### config.mk
export PLATFORM = sky130hd
export DESIGN_NAME = mem_access_stage
export DESIGN_NICKNAME = d
export VERILOG_FILES = /design/src/rtl/mem_access_stage.sv
export SDC_FILE = /design/constraint.sdc
export NUM_CORES = 1
export LEC_CHECK = 0
export BUFFER_PORTS_ARGS = -buffer_cell sky130_fd_sc_hd__buf_4
export CAP_MARGIN = 15
export CORE_AREA = 2 2 139 128
export DETAILED_ROUTE_END_ITERATION = 8
export DIE_AREA = 0 0 141 130
export GPL_TIMING_DRIVEN = 0
export SKIP_CTS_REPAIR_TIMING = 1
export SLEW_MARGIN = 40
export SYNTH_ARGS = -nofsm -noshare
export SYNTH_HDL_FRONTEND = slang
export SYNTH_SLANG_ARGS = --single-unit
### constraint.sdc
create_clock -name clk_i -period 1.9 [get_ports clk_i]
set_input_delay 0.19 -clock clk_i [delete_from_list [all_inputs] [get_ports clk_i]]
set_output_delay 0.19 -clock clk_i [all_outputs]
set_load 0.005 [all_outputs]
### src/rtl/mem_access_stage.sv
// Memory-access pipeline stage: retires ALU results directly and runs the DMEM
// req/ack handshake (with optional timeout) for LOAD/STORE before writeback.

package simple_processor_pkg;
   localparam int DATA_WIDTH = 32;

   typedef enum logic [3:0] {
      FUNC_NOP   = 4'd0,
      FUNC_ADD   = 4'd1,
      FUNC_SUB   = 4'd2,
      FUNC_AND   = 4'd3,
      FUNC_OR    = 4'd4,
      FUNC_XOR   = 4'd5,
      FUNC_SLL   = 4'd6,
      FUNC_SRL   = 4'd7,
      FUNC_LOAD  = 4'd8,
      FUNC_STORE = 4'd9
   } func_t;
endpackage

// state    | meaning
// IDLE     | accepting; non-memory ops retire on the next cycle
// WAIT_ACK | DMEM request outstanding, upstream stalled
module mem_access_stage
   import simple_processor_pkg::*;
#(
   parameter int DATA_WIDTH     = simple_processor_pkg::DATA_WIDTH,
   parameter int RF_ADDR_W      = 3,
   parameter int TIMEOUT_CYCLES = 16
) (
   input  logic                  clk_i,
   input  logic                  rst_i,
   input  logic                  valid_i,
   output logic                  ready_o,
   input  func_t                 func_i,
   input  logic [DATA_WIDTH-1:0] result_i,
   input  logic [DATA_WIDTH-1:0] addr_i,
   input  logic [DATA_WIDTH-1:0] wdata_i,
   input  logic [RF_ADDR_W-1:0]  rd_addr_i,
   output logic                  dmem_req_o,
   output logic [DATA_WIDTH-1:0] dmem_addr_o,
   output logic                  dmem_we_o,
   output logic [DATA_WIDTH-1:0] dmem_wdata_o,
   input  logic [DATA_WIDTH-1:0] dmem_rdata_i,
   input  logic                  dmem_ack_i,
   output logic                  wb_valid_o,
   output logic                  wb_we_o,
   output logic [RF_ADDR_W-1:0]  wb_rd_addr_o,
   output logic [DATA_WIDTH-1:0] wb_data_o,
   output logic                  err_o
);

   localparam int CNT_W = (TIMEOUT_CYCLES > 1) ? $clog2(TIMEOUT_CYCLES) : 1;
   localparam logic [CNT_W-1:0] CNT_LAST =
      CNT_W'((TIMEOUT_CYCLES > 0) ? TIMEOUT_CYCLES - 1 : 0);

   typedef enum logic {
      IDLE     = 1'b0,
      WAIT_ACK = 1'b1
   } state_t;

   state_t                state_q, state_nxt;
   logic [CNT_W-1:0]      cnt_q, cnt_nxt;
   logic [RF_ADDR_W-1:0]  rd_q, rd_nxt;
   logic                  req_nxt, we_nxt, wb_valid_nxt, wb_we_nxt, err_nxt;
   logic [DATA_WIDTH-1:0] addr_nxt, wdata_nxt, wb_data_nxt;
   logic [RF_ADDR_W-1:0]  wb_rd_nxt;
   logic                  is_mem, timed_out;

   assign is_mem    = (func_i == FUNC_LOAD) || (func_i == FUNC_STORE);
   assign timed_out = (TIMEOUT_CYCLES > 0) && (cnt_q == CNT_LAST);
   assign ready_o   = (state_q == IDLE);

   always_ff @(posedge clk_i) begin
      if (rst_i) begin
         state_q      <= IDLE;
         cnt_q        <= '0;
         rd_q         <= '0;
         dmem_req_o   <= 1'b0;
         dmem_addr_o  <= '0;
         dmem_we_o    <= 1'b0;
         dmem_wdata_o <= '0;
         wb_valid_o   <= 1'b0;
         wb_we_o      <= 1'b0;
         wb_rd_addr_o <= '0;
         wb_data_o    <= '0;
         err_o        <= 1'b0;
      end else begin
         state_q      <= state_nxt;
         cnt_q        <= cnt_nxt;
         rd_q         <= rd_nxt;
         dmem_req_o   <= req_nxt;
         dmem_addr_o  <= addr_nxt;
         dmem_we_o    <= we_nxt;
         dmem_wdata_o <= wdata_nxt;
         wb_valid_o   <= wb_valid_nxt;
         wb_we_o      <= wb_we_nxt;
         wb_rd_addr_o <= wb_rd_nxt;
         wb_data_o    <= wb_data_nxt;
         err_o        <= err_nxt;
      end
   end

   always_comb begin
      state_nxt    = state_q;
      cnt_nxt      = cnt_q;
      rd_nxt       = rd_q;
      req_nxt      = dmem_req_o;
      addr_nxt     = dmem_addr_o;
      we_nxt       = dmem_we_o;
      wdata_nxt    = dmem_wdata_o;
      wb_valid_nxt = 1'b0;
      wb_we_nxt    = 1'b0;
      wb_rd_nxt    = wb_rd_addr_o;
      wb_data_nxt  = wb_data_o;
      err_nxt      = 1'b0;

      unique case (state_q)
         IDLE: begin
            if (valid_i) begin
               if (is_mem) begin
                  state_nxt = WAIT_ACK;
                  cnt_nxt   = '0;
                  rd_nxt    = rd_addr_i;
                  req_nxt   = 1'b1;
                  addr_nxt  = addr_i;
                  we_nxt    = (func_i == FUNC_STORE);
                  wdata_nxt = wdata_i;
               end else begin
                  wb_valid_nxt = 1'b1;
                  wb_we_nxt    = 1'b1;
                  wb_rd_nxt    = rd_addr_i;
                  wb_data_nxt  = result_i;
               end
            end
         end
         WAIT_ACK: begin
            // ack beats a timeout landing on the same edge
            if (dmem_ack_i) begin
               state_nxt    = IDLE;
               req_nxt      = 1'b0;
               wb_valid_nxt = 1'b1;
               wb_we_nxt    = !dmem_we_o;
               wb_rd_nxt    = rd_q;
               wb_data_nxt  = dmem_we_o ? '0 : dmem_rdata_i;
            end else if (timed_out) begin
               state_nxt    = IDLE;
               req_nxt      = 1'b0;
               wb_valid_nxt = 1'b1;
               wb_rd_nxt    = rd_q;
               wb_data_nxt  = '0;
               err_nxt      = 1'b1;
            end else if (TIMEOUT_CYCLES > 0) begin
               cnt_nxt = cnt_q + 1'b1;
            end
         end
         default: state_nxt = IDLE;
      endcase
   end

endmodule
Word level (Yosys, flattened, before mapping):

Index checks and enable logic that the tools add are counted.

* reductions and logical operators: 7
* add/subtract/negate cells: 1
* muxes and demuxes: 33
* bitwise logic cells: 1
* equal/unequal tests: 9

Operator list (number)
* $mux W32: 5
* $pmux W32 S2: 1
* $mux W4: 4
* $mux W1: 13
* $eq A4 B4 Y1 const B: 3
* $mux W3: 4
* $reduce_and A3 Y1: 3
* $ne A2 B2 Y1 const B: 4
* $pmux W1 S2: 4
* $pmux W4 S2: 1
* $pmux W3 S2: 1
* $add A4 B1 Y4 const B: 1
* $reduce_and A4 Y1: 1
* $ne A3 B2 Y1 const B: 1
* $reduce_or A3 Y1: 1
* $ne A2 B1 Y1 const B: 1
* $logic_not A1 Y1: 1
* $logic_or A1 B1 Y1: 1
* $not A1 Y1: 1

* logic and storage cells: 63
* output and inout bits: 105
* register bits after elaboration: 112

Longest topological paths before layout:

Gate-level depths: netlist of the first run.

* depth in word-level cells: 5
* gate-level depth with buffers: 7

Least setup slack after synthesis of the first run:

Ideal clock, no wire load.

* path kind: flip-flop to flip-flop
* from: reg cnt_q[0]
* to: reg wb_data_o[12]
* cell stages (with the launch flop): 8
* slack: 0.273 ns
* clock period less this slack: 1.627 ns
* path buffers: 3
* arrival time: 1.546 ns
* cell sequence: dfxtp_1 -> ha_1 -> a31o_2 -> buf_2 -> a22o_1 -> buf_4 -> buf_6 -> a211oi_2

* word-level cells in the longest chain between the ends: 3

Ends and longest elaborated chain
* start: declaration: RTL line 63 `logic [CNT_W-1:0] cnt_q, cnt_nxt;`
* start signal: assignment: RTL line 90 `cnt_q <= cnt_nxt;`
* $eq A4 B4 Y1: RTL line 71 `assign timed_out = (TIMEOUT_CYCLES > 0) && (cnt_q == CNT_LAST);`
* $ne A3 B2 Y1 (no source line)
* $reduce_and A3 Y1 (no source line)
* end signal: assignment: RTL line 99 `wb_data_o <= wb_data_nxt;`
* end: declaration: RTL line 49 `output logic [DATA_WIDTH-1:0] wb_data_o,`

Every way passes these cells.
A chain may end at the register's enable or synchronous reset.

Worst setup path in the final report of the first run:

* from: reg cnt_q[0]
* to: reg wb_data_o[26]

Same word-level chain as after synthesis.

==> summary.md, run 1 <==
| Metric | Value |
|---|---|
| Outcome | `complete, no violations` |
| Final Instance Area | `around 0.0074 mm²` |
| Sum of negative setup slack | `0 ns` |
| Initial DRC Count | `roughly 300` |
| Arrival time worst endpoint | `2.05 ns` |
| Power Dens Cells | `~720 mW/mm²` |
| FFs w/ async S/R, synth | `0` |
| Lkg Pwr | `0.00296 µW` |
| HP Class | `primary input to flop` |
| Hold Path Depth | `3` |
| Share of layout cells above drive strength 1 | `0.391` |
| Core Box Area | `0.0171 mm²` |
| Cell Count, Final, Fillers Out | `between 1000 and 1500` |
| Reg2Reg Depth | `6` |
| Largest family of logic cells by synthesized area | `compound AO/OA/AOI/OAI gates` |
| Initial antenna violation count | `0` |
| Slew headroom | `0.516` |
| Syn nets | `about 700` |
| Synth cell count leaders | `dfxtp_1 (112), o21ai_0 (70), a21oi_1 (69), nand3_1 (69), clkbuf_1 (61)` |
| CTS Sinks | `roughly 110` |
| Vias post-DR | `between 5000 and 6000` |
| Rows | `46` |
| Top-area cell type share of the netlist area | `0.452` |
| Worst slew pin tran | `~0.73 ns` |
| GP Congestion | `0.759` |
| Slew Limit Fails | `0` |
| Die Ht | `130 µm` |
| Worst path depth | `6` |
| CP required | `about 2.1 ns` |
| Final layout net count | `956` |
| Placed inst area | `between 0.007 and 0.008 mm²` |
| CTS tree | `done` |
| Sequential fraction of the synthesis area | `0.452` |
| Starting Density | `0.290` |
| Maxcap violations | `0` |
| First-pass DRT Iterations | `7` |
| Cells after Synth | `roughly 560` |
| CP Launch Type | `flop` |
| Synth unique cells | `29` |
| # IOs | `between 200 and 250` |
| Detail Route Antenna Nets | `0` |
| Later-pin clock latency in the skew report | `between 0.3 and 0.4 ns` |
| Placed cells | `1021` |
| Ratio of final minimum period to clock period | `0.961` |
| Post-synth EDFFs | `0` |
| Final Hold Violating Endpoints | `0` |
| Count leader, synth | `dfxtp_1` |
| CP Class | `flop to flop` |
| Hpwl dp | `13400 µm` |
| CP Cell Sequence | `ha_1 > a31o_2 > buf_2 > clkbuf_2 > a221oi_1 > a211oi_2` |
| Width of the die | `141 µm` |
| Netlist Area Pre-Place | `around 0.005 mm²` |
| Critical path fanouts, max | `10` |
| Port-buffer cells | `between 200 and 250` |
| Clock buffer count from CTS | `9` |
| Largest cells by area after synthesis | `dfxtp_1 (45%), a211oi_2 (7.6%), o21ai_0 (7.1%)` |
| H-tree level count | `3` |
| Reg clk slew, reported paths | `0.08 ns` |
| Peak supply drop | `0.000404 V` |
| Antenna Diode Count | `0` |
| Routed len/inst | `around 18 µm` |
| Maximum clock path buffer count | `2` |
| # DRC | `0` |
| Max Fclk | `approximately 550 MHz` |
| Critical path buffers and inverters | `2` |
| Final worst setup slack | `0.0742 ns` |
| Adder-cell area share of the yosys netlist | `0.00252` |
| Multiplexer area fraction after synthesis | `0.0101` |
| Post-synthesis xor/xnor area fraction | `0` |
| Area growth syn-to-layout | `48.9%` |
| Die ar. | `0.0183 mm²` |
| Avg Cell Area, Syn | `around 8.8 µm²` |
| Post-Synth Simple-Gate Area | `0.133` |
| Max incr delay on CP | `0.35 ns` |
| Clock Root Buffer | `clkbuf_16` |
| Synth Area in Compound Gates | `0.337` |
| Total gr overflow | `0` |
| Post-Place Worst Slack | `-0.178 ns` |
| CP Capture Type | `flop` |
| GR Util All Layers | `0.195` |
| CP top delay family | `compound AO/OA/AOI/OAI gates` |
| Yosys warns | `0` |
| Cell taking the most area after synthesis | `dfxtp_1` |
| Tmin final | `1.83 ns` |
| Skew final | `0.00544 ns` |
| Unrepaired setup endpoints after global routing | `false` |
| Slowest CP cell | `a221oi_1` |
| Vias in the first global route | `5144` |
| Largest net degree at the start of global routing | `21` |
| Ys flop type | `dfxtp_1` |
| Setup-failing EPs final | `0` |
| Synthesized flop and latch total | `112` |
| Global-route wire length before repair | `approximately 28000 µm` |
| WL final | `about 18000 µm` |
| Via density per instance | `5.19` |
-- layout by cell type (no fill, tap or decap), types with 2 or more instances in the layout --
cell and n:
clkbuf_2 14, a211oi_1 6, clkbuf_4 3, inv_1 3
a31oi_1 32, nor2b_1 36, a221oi_1 34, a21oi_1 69
nand2b_1 5, buf_2 5, a211oi_2 30, nor2_1 3
clkbuf_16 9, buf_4 246, buf_6 3, o32ai_1 2
o21ai_0 70, inv_6 3, mux2i_1 5, nand3_1 69
dfxtp_1 112, clkinv_4 2, clkbuf_1 45
-- area by class of cell --
| class | count | area, µm² |
|---|---|---|
| multi-input cells | 373 | 2410 |
| clock inverters | 7 | 62.6 |
| plain buffers | 74 | 347 |
| fillers | 1739 | 9710 |
| well taps | 216 | 270 |
| inverters | 3 | 11.3 |
| repair buffers | 243 | 1820 |
| clock buffers | 9 | 225 |
| flip-flops and latches | 112 | 2240 |
-- report_power, final --
group          leakage, µW  total, µW  switching (µW)  internal, µW
clock             0.000139       1880             963           920
sequential        0.000914       2500            53.2          2440
combinational      0.00191        945             458           488
-- metrics by stage --
stage,hold WS [ns],total power [µW],utilization
finish,0.0786,5330,0.432
global route,0.0656,5560,0.432
CTS,0.0629,5370,0.430
detailed placement,0.459,3490,0.413
global placement,0.457,3490,0.413
floorplan,0.338,2980,-
-- flip-flops by register name, summed over array words and instances, names as in the netlist --
signal        cells
cnt_q             4
dmem_addr_o      32
dmem_req_o        1
err_o             1
rd_q              3
wb_rd_addr_o      3
wb_valid_o        1
wb_we_o           1
wb_data_o        32
dmem_we_o         1
dmem_wdata_o     32
state_q           1
-- tightest hold or removal path: stages --
cell	delay [ns]
buf_4	0.11
nand3_1	0.05
a21oi_1	0.05
-- worst paths after layout --
| kind | start | endpoint | slack [ns] |
|---|---|---|---|
| worst max-delay path | cnt_q[0] | wb_data_o[26] | 0.07 |
| worst min register to register | dmem_wdata_o[8] | dmem_wdata_o[8] | 0.48 |
| worst min-delay path | addr_i[10] | dmem_addr_o[10] | 0.08 |
| worst max register to register | cnt_q[0] | wb_data_o[26] | 0.07 |
-- logic make-up (layout without fill, tap and decap cells) --
family	Yosys count	count (layout)
compound gates	248	248
fa+ha+maj	1	1
buf+inv	77	336
flops	112	112
mux	5	5
simple gates	119	119
-- metal layers --
layer,up-vias,track usage,share of wire
li1,2626,-,-
met1,2560,0.261,0.45
met2,176,0.314,0.47
met3,16,0.0580,0.063
met4,0,0.0400,0.014
met5,-,0,0
Note: power is estimated with default switching activity, not from simulation.
==> run 2: changes to the inputs <==
SETUP_SLACK_MARGIN = 0.02   (was default)
clock period = 1.66 ns   (was 1.9 ns; I/O delays follow)
==> run 2 against run 1 <==
Sequential power increased by 14%. Sequential cell count unchanged. Power increased by 15%. Critical endpoint is now wb_data_o[22]. Largest cell class unchanged. Largest power group unchanged.
==> summary.md, run 2 (synthesis gave the netlist of run 1 again) <==
| Metric | Value |
|---|---|
| Maxcap violations | `0 (unchanged)` |
| Share of layout cells above drive strength 1 | `0.416 (+0.0248)` |
| Placed cells | `1021 (unchanged)` |
| Rows | `46 (unchanged)` |
| Critical path fanouts, max | `10 (unchanged)` |
| Largest regs | `dmem_addr_o (32), dmem_wdata_o (32), wb_data_o (32)` |
| CP Capture Type | `flop` |
| Largest net degree at the start of global routing | `21 (unchanged)` |
| Via density per instance | `5.14 (-0.81%)` |
| Starting Density | `0.290 (unchanged)` |
| Skew final | `0.00487 ns (-0.000566 ns)` |
| CTS Sinks | `112 (unchanged)` |
| First-pass DRT Iterations | `6 (-1)` |
| Reg2reg setup slack | `0.07 ns (about the same)` |
| # IOs | `244 (unchanged)` |
| CP Launch Type | `flop` |
| Final Hold Violating Endpoints | `0 (unchanged)` |
| Detail Route met3 WL | `1150 µm (+0.35%)` |
| CP Class | `flop to flop` |
| Top layer in use | `met4` |
| WL final | `18500 µm (+1.1%)` |
| Unrepaired setup endpoints after global routing | `true` |
| Width of the die | `141 µm (unchanged)` |
| GP Congestion | `0.759 (unchanged)` |
| Power, Total | `6140 µW (+15%)` |
| Total gr overflow | `0 (unchanged)` |
| Routed len/inst | `17.8 µm (+0.76%)` |
| R2r startpoint | `cnt_q[0]` |
| GR Util All Layers | `0.195 (unchanged)` |
| Port-buffer cells | `243 (unchanged)` |
| Max Fclk | `629 MHz (+15%)` |
| CP required | `1.88 ns (-0.24 ns)` |
| Core Box Area | `0.0171 mm² (unchanged)` |
| Maximum clock path buffer count | `2 (unchanged)` |
| Fillers | `1725 (-0.81%)` |
| M1 WL | `8420 µm (+1.3%)` |
| Most frequent cells in the layout | `buf_4 (249), dfxtp_1 (111), o21ai_0 (70), nand3_1 (69), a21oi_1 (69)` |
| Tmin final | `1.59 ns (-0.237 ns)` |
| Vias in the first global route | `5144 (unchanged)` |
| FF-to-FF End | `wb_data_o[22]` |
| Clock Root Buffer | `clkbuf_16` |
| Initial DRC Count | `295 (unchanged)` |
| Final Instance Area | `0.00752 mm² (+1.8%)` |
| Hold Path Depth | `3 (unchanged)` |
| Area growth syn-to-layout | `51.6%` |
| Hpwl dp | `13400 µm (unchanged)` |
| Outcome | `complete, no violations` |
| Met2 WL post-DR | `8730 µm (+1.4%)` |
| Global-route wire length before repair | `28100 µm (unchanged)` |
| CTS tree | `done` |
| Initial antenna violation count | `0 (unchanged)` |
| HP Class | `primary input to flop` |
| Cell Count, Final, Fillers Out | `1041 (+0.39%)` |
| Reg2Reg Depth | `5 (-1)` |
| Slew Limit Fails | `0 (unchanged)` |
| Peak supply drop | `0.000468 V (+16%)` |
| Vias post-DR | `5355 (-0.43%)` |
| Detail Route Antenna Nets | `0 (unchanged)` |
| Setup-failing EPs final | `0 (unchanged)` |
| Later-pin clock latency in the skew report | `0.36 ns (about the same)` |
| # DRC | `0 (unchanged)` |
| Slew headroom | `0.494 (-0.0220)` |
| Power Dens Cells | `817 mW/mm² (+13%)` |
| Worst slew pin tran | `0.759 ns (+0.0330 ns)` |
| Clock buffer count from CTS | `9 (unchanged)` |
| H-tree level count | `3 (unchanged)` |
| Reg clk slew, reported paths | `0.08 ns (about the same)` |
| Most common cell after layout, fill and taps aside | `buf_4` |
| Die Ht | `130 µm (unchanged)` |
| Placed inst area | `0.00706 mm² (unchanged)` |
| Die ar. | `0.0183 mm² (unchanged)` |
| Hold_sp | `addr_i[10]` |
| Sum of negative setup slack | `0 ns (unchanged)` |
| WHS Endpoint | `dmem_addr_o[10]` |
| Ratio of final minimum period to clock period | `0.957 (-0.00371)` |
| Lkg Pwr | `0.00302 µW (+2.0%)` |
| Arrival time worst endpoint | `1.81 ns (-0.24 ns)` |
| Final core occ | `0.440 (+0.00798)` |
| Final layout net count | `960 (+0.42%)` |
| Antenna Diode Count | `0 (unchanged)` |
## run 2: worst max path at each step
stage | endpoint | from | cells past startpoint | slack [ns]
finish | wb_data_o[22] | cnt_q[0] | 5 | 0.07
global route | wb_data_o[29] | state_q | 6 | 0.01
CTS | ready_o | state_q | 5 | -0.58
detailed placement | wb_data_o[1] | state_q | 5 | -0.42
global placement | wb_data_o[3] | state_q | 5 | -0.41
floorplan | wb_data_o[12] | cnt_q[0] | 7 | 0.03
## run 2: per-stage QoR
step / hold WS [ns] / worst slack (ns)
2_1_floorplan: 0.314 / 0.0332
3_3_place_gp: 0.433 / -0.411
3_5_place_dp: 0.435 / -0.418
4_1_cts: 0.0389 / -0.583
5_1_grt: 0.0416 / 0.0124
6_report: 0.0516 / 0.0710
## run 2: layout make-up
cell class / count / area (µm²) / share of cell area
timing repair buffer: 248 / 1860 / 0.247
multi-input combinational: 373 / 2460 / 0.327
sequential: 112 / 2240 / 0.298
clock inverter: 7 / 62.6 / 0.00831
inverter: 3 / 11.3 / 0.00150
buffer: 73 / 387 / 0.0514
tap: 216 / 270 / 0.0359
clock buffer: 9 / 225 / 0.0299
## run 2: power by group
group | switching [µW] | total [µW] | internal, µW
sequential | 63.2 | 2860 | 2800
combinational | 534 | 1120 | 582
clock | 1110 | 2170 | 1050
total | 1710 | 6140 | 4430
## run 2: worst max-delay path: stages (launching register included)
cell and delay (ns):
dfxtp_2 0.34, ha_2 0.21, a31o_4 0.26, clkbuf_2 0.22, a221oi_1 0.34, a211oi_2 0.08
## run 2: layer usage
layer  vias up  track usage
met5         -            0
met4         0       0.0400
met3        14       0.0580
met2       166        0.314
met1      2548        0.261
li1       2627            -
